## src/rtl/dfe_coef_sequencer.sv

```systemverilog
// Configuration sequencer for the parallel DFE: fetches coefficients from RAM,
// resets and loads the DFE, waits for done_wait, then gates the sample stream.
module dfe_coef_sequencer #(
    parameter int PULSE_RESPONSE_LENGTH = 5,
    parameter int SIGNAL_RESOLUTION     = 8,
    parameter int COEF_AW               = 8,
    parameter int DFE_RST_CYCLES        = 2,
    parameter int DONE_TIMEOUT          = 64
) (
    input  logic                         clk,
    input  logic                         rstn,
    input  logic                         i_start,
    input  logic [COEF_AW-1:0]           i_coef_base,
    output logic [COEF_AW-1:0]           o_coef_addr,
    output logic                         o_coef_rd,
    input  logic [63:0]                  i_coef_rdata,
    output logic                         o_dfe_rstn,
    output logic                         o_load_mem,
    output logic [7:0]                   o_location,
    output logic [63:0]                  o_mem_data,
    input  logic                         i_done_wait,
    input  logic [SIGNAL_RESOLUTION-1:0] i_s_data,
    input  logic                         i_s_valid,
    output logic                         o_s_ready,
    output logic [SIGNAL_RESOLUTION-1:0] o_dfe_signal_in,
    output logic                         o_dfe_signal_in_valid,
    output logic                         o_running,
    output logic                         o_fault
);

    localparam int PRL = PULSE_RESPONSE_LENGTH;
    localparam int BW  = (PRL > 1) ? $clog2(PRL) : 1;
    localparam int IW  = BW + 1;
    localparam int RW  = (DFE_RST_CYCLES > 1) ? $clog2(DFE_RST_CYCLES) : 1;
    localparam int TW  = $clog2(DONE_TIMEOUT + 1);

    localparam logic [BW-1:0] LAST_IDX   = BW'(PRL - 1);
    localparam logic [IW-1:0] LAST_IDX_W = IW'(PRL - 1);
    localparam logic [IW-1:0] LAST_BEAT  = IW'(PRL + 1);
    localparam logic [RW-1:0] RST_LAST   = RW'(DFE_RST_CYCLES - 1);
    // The timer is 0 in the first WAIT_DONE cycle; firing at DONE_TIMEOUT-2 makes
    // fault visible exactly DONE_TIMEOUT cycles after the last load beat.
    localparam logic [TW-1:0] TIMER_LAST = TW'(DONE_TIMEOUT - 2);

    localparam logic [2:0] S_IDLE      = 3'd0;
    localparam logic [2:0] S_DFE_RST   = 3'd1;
    localparam logic [2:0] S_FETCH     = 3'd2;
    localparam logic [2:0] S_LOAD      = 3'd3;
    localparam logic [2:0] S_WAIT_DONE = 3'd4;
    localparam logic [2:0] S_RUN       = 3'd5;
    localparam logic [2:0] S_FAULT     = 3'd6;

    logic [2:0]         r_state;
    logic [COEF_AW-1:0] r_base;
    logic [RW-1:0]      r_rstCnt;
    logic [BW-1:0]      r_rdIdx;
    logic [BW-1:0]      r_capIdx;
    logic               r_rdValid;
    logic [IW-1:0]      r_beat;
    logic [TW-1:0]      r_timer;
    logic [63:0]        r_buf [PRL];

    logic [COEF_AW-1:0] r_coef_addr;
    logic               r_coef_rd;
    logic               r_dfe_rstn;
    logic               r_load_mem;
    logic [7:0]         r_location;
    logic [63:0]        r_mem_data;
    logic               r_s_ready;
    logic               r_running;
    logic               r_fault;

    logic [IW-1:0]      w_nextBeat;
    logic [IW-1:0]      w_nextLoc;
    logic [BW-1:0]      w_nextBufIdx;

    // Beat j presents location min(j, PRL-1) and data buf[clamp(j-1, 0, PRL-1)].
    assign w_nextBeat   = r_beat + IW'(1);
    assign w_nextLoc    = (w_nextBeat > LAST_IDX_W) ? LAST_IDX_W : w_nextBeat;
    assign w_nextBufIdx = (r_beat > LAST_IDX_W) ? LAST_IDX : r_beat[BW-1:0];

    always_ff @(posedge clk) begin
        if (r_state == S_FETCH && r_rdValid) begin
            r_buf[r_capIdx] <= i_coef_rdata;
        end
    end

    always_ff @(posedge clk or negedge rstn) begin
        if (!rstn) begin
            r_state     <= S_IDLE;
            r_base      <= '0;
            r_rstCnt    <= '0;
            r_rdIdx     <= '0;
            r_capIdx    <= '0;
            r_rdValid   <= 1'b0;
            r_beat      <= '0;
            r_timer     <= '0;
            r_coef_addr <= '0;
            r_coef_rd   <= 1'b0;
            r_dfe_rstn  <= 1'b0;
            r_load_mem  <= 1'b0;
            r_location  <= '0;
            r_mem_data  <= '0;
            r_s_ready   <= 1'b0;
            r_running   <= 1'b0;
            r_fault     <= 1'b0;
        end else if (i_start) begin
            r_state    <= S_DFE_RST;
            r_base     <= i_coef_base;
            r_rstCnt   <= '0;
            r_rdValid  <= 1'b0;
            r_coef_rd  <= 1'b0;
            r_dfe_rstn <= 1'b0;
            r_load_mem <= 1'b0;
            r_location <= '0;
            r_mem_data <= '0;
            r_s_ready  <= 1'b0;
            r_running  <= 1'b0;
            r_fault    <= 1'b0;
        end else begin
            case (r_state)
                S_IDLE: begin
                    r_dfe_rstn <= 1'b1;
                end
                S_DFE_RST: begin
                    if (r_rstCnt == RST_LAST) begin
                        r_dfe_rstn  <= 1'b1;
                        r_state     <= S_FETCH;
                        r_coef_rd   <= 1'b1;
                        r_coef_addr <= r_base;
                        r_rdIdx     <= '0;
                        r_capIdx    <= '0;
                    end else begin
                        r_rstCnt <= r_rstCnt + RW'(1);
                    end
                end
                S_FETCH: begin
                    r_rdValid <= r_coef_rd;
                    if (r_coef_rd) begin
                        if (r_rdIdx == LAST_IDX) begin
                            r_coef_rd <= 1'b0;
                        end else begin
                            r_coef_addr <= r_coef_addr + COEF_AW'(1);
                            r_rdIdx     <= r_rdIdx + BW'(1);
                        end
                    end
                    // Final word lands in the buffer on this edge; beat 0 only needs buf[0].
                    if (r_rdValid) begin
                        r_capIdx <= r_capIdx + BW'(1);
                        if (r_capIdx == LAST_IDX) begin
                            r_state    <= S_LOAD;
                            r_load_mem <= 1'b1;
                            r_location <= '0;
                            r_mem_data <= r_buf[0];
                            r_beat     <= '0;
                        end
                    end
                end
                S_LOAD: begin
                    if (r_beat == LAST_BEAT) begin
                        r_load_mem <= 1'b0;
                        r_location <= '0;
                        r_mem_data <= '0;
                        r_timer    <= '0;
                        r_state    <= S_WAIT_DONE;
                    end else begin
                        r_beat     <= w_nextBeat;
                        r_location <= 8'(w_nextLoc);
                        r_mem_data <= r_buf[w_nextBufIdx];
                    end
                end
                S_WAIT_DONE: begin
                    if (i_done_wait) begin
                        r_state   <= S_RUN;
                        r_s_ready <= 1'b1;
                        r_running <= 1'b1;
                    end else if (r_timer == TIMER_LAST) begin
                        r_state <= S_FAULT;
                        r_fault <= 1'b1;
                    end else begin
                        r_timer <= r_timer + TW'(1);
                    end
                end
                S_RUN, S_FAULT: begin
                    r_state <= r_state;
                end
                default: begin
                    r_state <= S_IDLE;
                end
            endcase
        end
    end

    assign o_coef_addr           = r_coef_addr;
    assign o_coef_rd             = r_coef_rd;
    assign o_dfe_rstn            = r_dfe_rstn;
    assign o_load_mem            = r_load_mem;
    assign o_location            = r_location;
    assign o_mem_data            = r_mem_data;
    assign o_s_ready             = r_s_ready;
    assign o_running             = r_running;
    assign o_fault               = r_fault;
    assign o_dfe_signal_in       = i_s_data;
    assign o_dfe_signal_in_valid = i_s_valid & r_s_ready;

endmodule

```

## config.mk

```make
export PLATFORM = sky130hd
export DESIGN_NAME = dfe_coef_sequencer
export DESIGN_NICKNAME = d
export VERILOG_FILES = /design/src/rtl/dfe_coef_sequencer.sv
export SDC_FILE = /design/constraint.sdc
export NUM_CORES = 1
export LEC_CHECK = 0
export ABC_AREA = 1
export BUFFER_PORTS_ARGS = -buffer_cell sky130_fd_sc_hd__buf_2
export CORE_ASPECT_RATIO = 0.6
export CORE_MARGIN = 1.5
export CORE_UTILIZATION = 45
export CTS_CLUSTER_SIZE = 25
export DETAILED_ROUTE_END_ITERATION = 12
export PLACE_DENSITY = 0.71
export SLEW_MARGIN = 0
export SYNTH_ARGS = -nofsm -noshare
export SYNTH_HDL_FRONTEND = slang
export SYNTH_SLANG_ARGS = --single-unit
```

## constraint.sdc

```tcl
create_clock -name clk -period 9.1 [get_ports clk]
set_input_delay 0.455 -clock clk [delete_from_list [all_inputs] [get_ports clk]]
set_output_delay 0.455 -clock clk [all_outputs]
set_load 0.02 [all_outputs]
```

==> impl_metrics.json <==
{
  "htree_levels": 2,
  "r2r_end": "o_mem_data[48]",
  "end_kind": "flop",
  "finalSetupViolCount": 0,
  "hold_violations": 0,
  "ff2ff_path_depth": 14,
  "synth_compound_area_share_pct": 1.47,
  "synth_top_family_by_area": "simple AND/OR/NAND/NOR gates",
  "synth_xor_area_share_pct": 0.418,
  "area.growth.synth_to_final_pct": 13.4,
  "wire_per_inst_um": 16.9,
  "synthesis.area_um2": 18900,
  "synth_top_area_share_pct": 50.9,
  "rrSetupSlack_ns": 4.86,
  "avgSynthCellArea_um2": 9.56,
  "whs_ns": 0.120,
  "grt_pass1_vias": 13244,
  "p_leak_nw": 9.95,
  "placed_cell_area_um2": 20000,
  "cts_buffer_depth": 3,
  "fill_cells": 3589,
  "crit_required_ns": 9.57,
  "timing.final.crit_share_pct": 46.6,
  "fin_ws_ns": 4.86,
  "synth_top_area_cell": "edfxtp_1",
  "die_area_um2": 43200,
  "clockRootBuffer": "clkbuf_16",
  "grt_usage_pct": 21.1,
  "multi_input_area_um2": 5600,
  "status": "complete, no violations",
  "core_area_um2": 40900,
  "clock_latency_ns": 0.54,
  "grt_max_degree": 105,
  "synth_mux_area_share_pct": 0,
  "routed_wl_um": 45200,
  "drt_iter0_drc": 1199,
  "fin_crit_ns": 4.24,
  "final_cells": 2681,
  "final_util_pct": 52.3,
  "die_h_um": 162,
  "antenna_found_initial": 10,
  "ant_nets": 0,
  "start_util_pct": 46.2,
  "skew_ns": 0.0136,
  "seq_area_um2": 12400,
  "syn_inst": 1974,
  "grt-ovfl-total": 0,
  "gp_congestion": 0.801,
  "cp-start-kind": "flop",
  "cts_made_buffers": 42,
  "hpwl_um": 24800,
  "cts_tree": "built",
  "final_common_cell": "nand2_1",
  "fin_area_um2": 21400,
  "rsz0062_at_grt": "false",
  "crit_start": "r_beat[0]",
  "die-width_um": 267,
  "post-cts-setup-buffer-count": 0,
  "ctsResizeCount": 0,
  "slew_violations": 0,
  "critPathArrivalTime_ns": 4.71,
  "crit_path_end": "o_mem_data[48]",
  "p_per_area_nw_per_um2": 280,
  "routed_via_density": 5.09,
  "max_cap_viol_count": 0,
  "cp_max_fo": 72,
  "ys_seq_area_share_pct": 65.7,
  "post-place-ws_ns": 4.86,
  "row_count": 57,
  "firstDrtPassIters": 6,
  "num_vias": 13658,
  "drive_above_1_share_pct": 12.5,
  "mostFrequentLayoutCells": "nand2_1 (859), edfxtp_1 (320), nor2_1 (214)",
  "ys_ff_latch": 431,
  "clock.fmax_ghz": 0.236,
  "io_pins": 180,
  "critical_path_class": "flop to flop",
  "final_nets": 2176,
  "path_clk_slew_ns": 0.06,
  "synthSimpleGateAreaFrac_pct": 26.6,
  "clock-sinks": 431,
  "ys_warn_count": 0,
  "port_buffers": 159,
  "regToRegStartpoint": "r_beat[0]",
  "slew_headroom_pct": 19.6,
  "dp_cells": 2596,
  "fin_setup_tns_ns": 0,
  "worst_pin_slew_ns": 1.21,
  "hp-class": "primary input to flop",
  "grt_pass1_wl_um": 71800,
  "ir_worst_vdd_mv": 0.131,
  "synth.area.top_cells": "edfxtp_1 (51%), nand2_1 (17%), dfrtp_1 (15%), nor2_1 (4.3%), nand3_1 (2.5%)",
  "cts_hold_buf": 1,
  "synthDistinctLibCells": 34,
  "synthAdderAreaFrac_pct": 0.663,
  "total_power_mw": 5.98,
  "drc": 0
}
[registers in the layout (all words and copies together) (netlist names), 3 cells and up]
name,count
o_coef_addr,8
r_base,8
o_mem_data,64
r_capIdx,3
o_location,4
r_rdIdx,3
r_buf,320
r_state,3
r_timer,7
r_beat,4
[report_power, final]
part	internal, mW	switching [mW]
clock network	0.965	0.725
logic	0.529	1.30
registers	2.28	0.171
total	3.78	2.20
[worst min-delay path by stage]
stage,startpoint,depth (start not counted),slack [ns],to
global placement,r_base[0],2,0.46,r_base[0]
CTS,i_coef_base[1],3,0.1,r_base[1]
detailed placement,o_mem_data[61],2,0.46,o_mem_data[61]
global route,i_coef_base[1],3,0.11,r_base[1]
floorplan,rstn,0,0.16,o_coef_addr[0]
finish,i_coef_base[0],3,0.12,r_base[0]
[per-layer routing]
metal / track usage (%) / vias to the layer above / part of all wire, %
met4: 5.84 / 12 / 1.9
met3: 4.71 / 79 / 7.6
met5: 1.80 / - / 0.38
met2: 33.6 / 496 / 46
met1: 29.0 / 6456 / 45
li1: - / 6615 / -
[area by class of cell]
type	count	area share [%]
Sequential cell	431	57.9
Multi-Input combinational cell	1324	26.2
Clock buffer	54	5.47
Timing Repair Buffer	178	4.43
Tap cell	560	3.28
Inverter	104	1.84
Clock inverter	24	0.761
Antenna cell	6	0.0702
[synth_stat cells]
cell type  count
o21ai_0       24
nand4_1       66
ha_1          10
a21oi_1       14
nand2_1      862
nor3_1         5
conb_1         1
a21oi_4        1
clkbuf_1      28
o22ai_1        2
buf_1         22
or2_1          1
or2_2          1
nor2_4         2
nor2_1       215
o31ai_1        3
o21ai_1        3
xnor2_1        4
buf_4         14
buf_6          2
o211ai_1       1
nor3b_1        1
inv_1         99
nor4_1         1
inv_2          5
dfrtp_1      111
edfxtp_1     320
buf_2         52
nand3_2        1
nand3_1       93
a31oi_1        2
xor2_1         5
nor3_2         1
nor2_2         2
[logic make-up after synthesis]
| family | after synthesis |
|---|---|
| other cells | 1 |
| compound gates | 50 |
| flops | 431 |
| buf+inv | 222 |
| simple gates | 1251 |
| xor+xnor | 9 |
| fa+ha+maj | 10 |
[worst max-delay path: stages, from the launching register on]
cell,delay [ns]
dfrtp_4,0.90
inv_1,0.20
ha_1,0.25
inv_1,0.08
nand2_4,0.49
nand3_4,0.76
buf_4,0.78
nand2_1,0.13
nand2_1,0.12
nand2_1,0.06
nand2_1,0.06
nand2_1,0.06
nand2_1,0.07
nand2_1,0.06
nand2_1,0.08
Power figures use the tool's default switching activity.
